**src/rtl/imem_loader.sv**
```systemverilog
// rtl/imem_loader.sv - byte-stream loader that fills instruction memory and holds the core in reset until done
module imem_loader #(
  parameter int          DEPTH_WORDS = 1024,
  parameter logic [31:0] BASE_ADDR   = 32'h0000_0000
) (
  input  logic        clk,
  input  logic        rst,
  input  logic        start,
  input  logic        in_valid,
  input  logic [7:0]  in_data,
  output logic        in_ready,
  output logic        we,
  output logic [31:0] waddr,
  output logic [31:0] wdata,
  output logic        busy,
  output logic        done,
  output logic        err,
  output logic        core_hold
);

  typedef enum logic [2:0] {
    S_IDLE  = 3'd0,
    S_LEN   = 3'd1,
    S_DATA  = 3'd2,
    S_WRITE = 3'd3,
    S_DONE  = 3'd4,
    S_ERR   = 3'd5
  } state_t;

  state_t      r_state;
  state_t      w_next;
  logic [1:0]  r_byte_cnt;
  logic [31:0] r_index;
  logic [31:0] r_len;
  logic [23:0] r_shift;
  logic [31:0] r_waddr;
  logic [31:0] r_wdata;

  logic        w_in_ready;
  logic        w_accept;
  logic        w_last_byte;
  logic        w_restart;
  logic [31:0] w_len_full;
  logic [31:0] w_index_next;

  assign w_in_ready   = (r_state == S_LEN) || (r_state == S_DATA);
  assign w_accept     = in_valid && w_in_ready;
  assign w_last_byte  = w_accept && (r_byte_cnt == 2'd3);
  assign w_restart    = start && ((r_state == S_IDLE) || (r_state == S_DONE) || (r_state == S_ERR));
  // Bytes shift in from the top, so the first byte ends up in bits [7:0]
  assign w_len_full   = {in_data, r_len[31:8]};
  assign w_index_next = r_index + 32'd1;

  assign in_ready = w_in_ready;
  assign waddr    = r_waddr;
  assign wdata    = r_wdata;

  always_ff @(posedge clk or posedge rst) begin
    if (rst) begin
      r_state <= S_IDLE;
    end else begin
      r_state <= w_next;
    end
  end

  always_comb begin
    w_next    = r_state;
    we        = 1'b0;
    busy      = 1'b0;
    done      = 1'b0;
    err       = 1'b0;
    core_hold = 1'b1;
    case (r_state)
      S_IDLE: begin
        if (start) w_next = S_LEN;
      end
      S_LEN: begin
        busy = 1'b1;
        if (w_last_byte) begin
          if (w_len_full == 32'd0)                   w_next = S_DONE;
          else if (w_len_full > 32'(DEPTH_WORDS))    w_next = S_ERR;
          else                                       w_next = S_DATA;
        end
      end
      S_DATA: begin
        busy = 1'b1;
        if (w_last_byte) w_next = S_WRITE;
      end
      S_WRITE: begin
        busy = 1'b1;
        we   = 1'b1;
        w_next = (w_index_next == r_len) ? S_DONE : S_DATA;
      end
      S_DONE: begin
        done      = 1'b1;
        core_hold = 1'b0;
        if (start) w_next = S_LEN;
      end
      S_ERR: begin
        err = 1'b1;
        if (start) w_next = S_LEN;
      end
      default: w_next = S_IDLE;
    endcase
  end

  always_ff @(posedge clk or posedge rst) begin
    if (rst) begin
      r_byte_cnt <= 2'd0;
      r_index    <= 32'd0;
      r_len      <= 32'd0;
      r_shift    <= 24'd0;
      r_waddr    <= 32'd0;
      r_wdata    <= 32'd0;
    end else if (w_restart) begin
      r_byte_cnt <= 2'd0;
      r_index    <= 32'd0;
      r_len      <= 32'd0;
      r_shift    <= 24'd0;
    end else if (r_state == S_LEN) begin
      if (w_accept) begin
        r_len      <= w_len_full;
        r_byte_cnt <= r_byte_cnt + 2'd1;
      end
    end else if (r_state == S_DATA) begin
      if (w_accept) begin
        r_shift    <= {in_data, r_shift[23:8]};
        r_byte_cnt <= r_byte_cnt + 2'd1;
        // Address and word are latched together so they stay stable through WRITE and after
        if (r_byte_cnt == 2'd3) begin
          r_wdata <= {in_data, r_shift};
          r_waddr <= BASE_ADDR + {r_index[29:0], 2'b00};
        end
      end
    end else if (r_state == S_WRITE) begin
      r_index    <= w_index_next;
      r_byte_cnt <= 2'd0;
    end
  end

endmodule
```
**config.mk**
```make
export PLATFORM = sky130hd
export DESIGN_NAME = imem_loader
export DESIGN_NICKNAME = d
export VERILOG_FILES = /design/src/rtl/imem_loader.sv
export SDC_FILE = /design/constraint.sdc
export NUM_CORES = 1
export LEC_CHECK = 0
export ABC_AREA = 1
export BUFFER_PORTS_ARGS = -buffer_cell sky130_fd_sc_hd__buf_2
export CAP_MARGIN = 40
export CORE_MARGIN = 2
export CORE_UTILIZATION = 60
export CTS_CLUSTER_DIAMETER = 60
export DETAILED_ROUTE_END_ITERATION = 6
export GPL_TIMING_DRIVEN = 0
export PLACE_DENSITY = 0.81
export REMOVE_ABC_BUFFERS = 1
export SLEW_MARGIN = 20
export SYNTH_ARGS = -nofsm -noshare
export SYNTH_HDL_FRONTEND = slang
export SYNTH_SLANG_ARGS = --single-unit
```
**constraint.sdc**
```tcl
create_clock -name clk -period 9.45 [get_ports clk]
set_input_delay 1.4175 -clock clk [delete_from_list [all_inputs] [get_ports clk]]
set_output_delay 1.4175 -clock clk [all_outputs]
set_load 0.03 [all_outputs]
```
==> impl_metrics.yaml <==
timing:
  rsz0062_at_grt: "false"
  fin_skew_ns: 0.00713
  min_period_ns: 3.44
  finalSetupTns_ns: 0
  fmax_ghz: 0.291
  holdWs_ns: 0.476
  period_share: 0.364
  setup_viol: 0
  slew_viol_final: 0
  setup_ws_ns: 6.01
  worst-slew-pin-transition_ns: 0.829
  hold_viol: 0
  maxSlewHeadroom: 0.446
clock_network:
  clkSinkCount: 155
  cts_resized: 0
  clkLatencyLatePin_ns: 0.43
  cts_hold_buffers: 0
  root_buffer: "clkbuf_16"
  clkTransAtPathRegs_ns: 0.06
  htreeDepth: 4
  cts_tree: "yes"
  numCtsBuffers: 17
  clk_path_buf_depth: 2
  post_cts_buffers: 0
place:
  numPortBuffers: 79
  routabilityCongestion: 0.971
  place_ws_ns: 6.05
  dpl.hpwl_um: 15600
  dpl-instance-area_sq_um: 8830
layout:
  fin_area_sq_um: 9450
  final_nets: 1159
  area_delta_synth_final_pct: 15.7
  drive_above_1_share: 0.155
  diodes: 0
  layout_commonest_cell: "nand2_1"
  final_cell_mix: "nand2_1 (307), dfrtp_1 (155), nand3_1 (131)"
worst_setup_path:
  reg2reg_slack_ns: 6.78
  r2r_start: "r_state[1]"
  r2r-end: "r_len[6]"
  criticalPathCategory: "reg -> out"
  crit_top_cell: "inv_1"
  r2r.worst_path.cells: 9
  cp_slowest_cell: "dfrtp_1"
  endpoint_kind: "output port"
  path_cells: "inv_1 -> nor2_1 -> inv_1 -> nor2_1 -> inv_1 -> nand2_1 -> buf_2"
  cp-start-kind: "register"
  cp_data_arrival_time_ns: 2.02
  crit_start: "r_state[1]"
  endpoint: "in_ready"
  crit_path_max_fanout: 6
  required_ns: 8.03
  max_stage_delay_ns: 0.37
floorplanning:
  core_sq_um: 13300
  die_h_um: 121
  dieArea_sq_um: 14600
  ioPinCount: 82
  rows: 42
  initial_utilization: 0.615
  dieWidth_um: 121
grt:
  grt_util_all_layers: 0.318
  grt_pass1_vias: 7158
  antenna_found_initial: 0
  gr-total-overflow: 0
  grt_pass1_wl_um: 35800
  grt_max_degree: 80
detailed_routing:
  drtAntennaViolNets: 0
  vias: 7555
  wirelength_um: 21800
  viasPerCell: 5.66
  drt_iter0_markers: 815
  drtPass1Iterations: 7
  wl_per_cell_um: 16.4
  drc: 0
yosys:
  yosys_warnings: 0
  synth_cell_type_count: 37
  synth_area_sq_um: 8170
  async_reset_ff_frac: 1.00
  ys_ff_latch: 155
  ys_dominant_reg_cell: "dfrtp_1"
  synth_edf_count: 0
  syn_avg_cell_area_sq_um: 7.61
  ys_seq_area_frac: 0.475
  synthCells: 1074
run:
  maxCapViolCount: 0
hold_path:
  hold-path-cell-count: 2
  min-delay-path-class: "reg -> reg"
power:
  power.leakage_nw: 4.84
  power_density_nw_per_um2: 240
  peakVddDrop_mv: 0.152
outcome:
  status: "completed"
## state kept, by name, summed over array words and instances (netlist names)
register / flops
waddr: 30
r_len: 32
r_state: 3
r_shift: 24
r_index: 32
r_byte_cnt: 2
wdata: 32
## synth_stat cells (2+ instances only)
| cell type | instances | share of area |
|---|---|---|
| and3_1 | 2 | 0.0015 |
| nor2_4 | 4 | 0.0055 |
| buf_1 | 2 | 0.00092 |
| nor3b_1 | 2 | 0.0018 |
| ha_1 | 2 | 0.0031 |
| nand3_2 | 6 | 0.0073 |
| buf_2 | 4 | 0.0024 |
| buf_4 | 2 | 0.0018 |
| a21oi_1 | 4 | 0.0024 |
| inv_2 | 3 | 0.0014 |
| nand4_1 | 18 | 0.014 |
| dfrtp_1 | 155 | 0.47 |
| nand2_1 | 308 | 0.14 |
| nand2_2 | 15 | 0.011 |
| inv_1 | 123 | 0.056 |
| o22ai_1 | 19 | 0.015 |
| nor2_8 | 6 | 0.015 |
| nand3_1 | 131 | 0.080 |
| nor3_1 | 3 | 0.0018 |
| nand3_4 | 2 | 0.0043 |
| clkbuf_1 | 26 | 0.012 |
| clkinv_1 | 2 | 0.00092 |
| o21ai_1 | 3 | 0.0018 |
| nor2_2 | 6 | 0.0046 |
| mux2_2 | 9 | 0.012 |
| o21ai_0 | 126 | 0.077 |
| nand2_4 | 3 | 0.0041 |
| nor2_1 | 79 | 0.036 |
## stage by stage
step,utilization,cells,power [mW]
2_1_floorplan,-,1041,1.29
3_3_place_gp,0.651,1296,1.47
3_5_place_dp,0.664,1302,1.53
4_1_cts,0.711,1334,2.27
5_1_grt,0.711,1334,2.39
6_report,0.711,1334,2.27
## cell type report
type                       instances  area (sq um)
clock buffer                      19           443
clock inverter                    13           179
fill                            1067          3840
inverter                         129           493
multi-input combinational        757          3700
sequential                       155          3880
tap                              176           220
timing repair buffer              85           541
## metal layers
metal | GRT usage | vias to the layer above | wire, um
li1 | - | 3635 | -
met1 | 0.434 | 3535 | 9500
met2 | 0.491 | 319 | 10100
met3 | 0.0599 | 66 | 1480
met4 | 0.154 | 0 | 753
met5 | 0 | - | 0
## worst max-delay path, delay by kind of cell (launching register included)
kind / cells / cell delay [ns]
buffers and inverters: 4 / 0.51
DFF: 1 / 0.37
and+or+nand+nor: 3 / 0.70
## power by group
part           internal, mW  switching (mW)  total [mW]
logic                 0.209           0.445       0.654
clock network         0.430           0.295       0.725
registers             0.781           0.113       0.894
total                  1.42           0.853        2.27
## how the worst min path moves through the flow
stage,start,end,slack (ns)
finish,waddr[27],waddr[27],0.48
global route,waddr[20],waddr[20],0.49
CTS,waddr[15],waddr[15],0.48
detailed placement,waddr[15],waddr[15],0.47
global placement,waddr[7],waddr[7],0.46
floorplan,r_byte_cnt[0],r_byte_cnt[0],0.45
## cells by family (layout without fill, tap and decap cells)
logic type,Yosys count,count (layout),synth area share
fa+ha+maj,2,2,0.00306
other cells,1,2,0.000459
buf+inv,163,246,0.0765
simple gates,588,588,0.333
compound gates,156,156,0.100
mux,9,9,0.0124
flops,155,155,0.475
(Power assumes the default switching activity.)
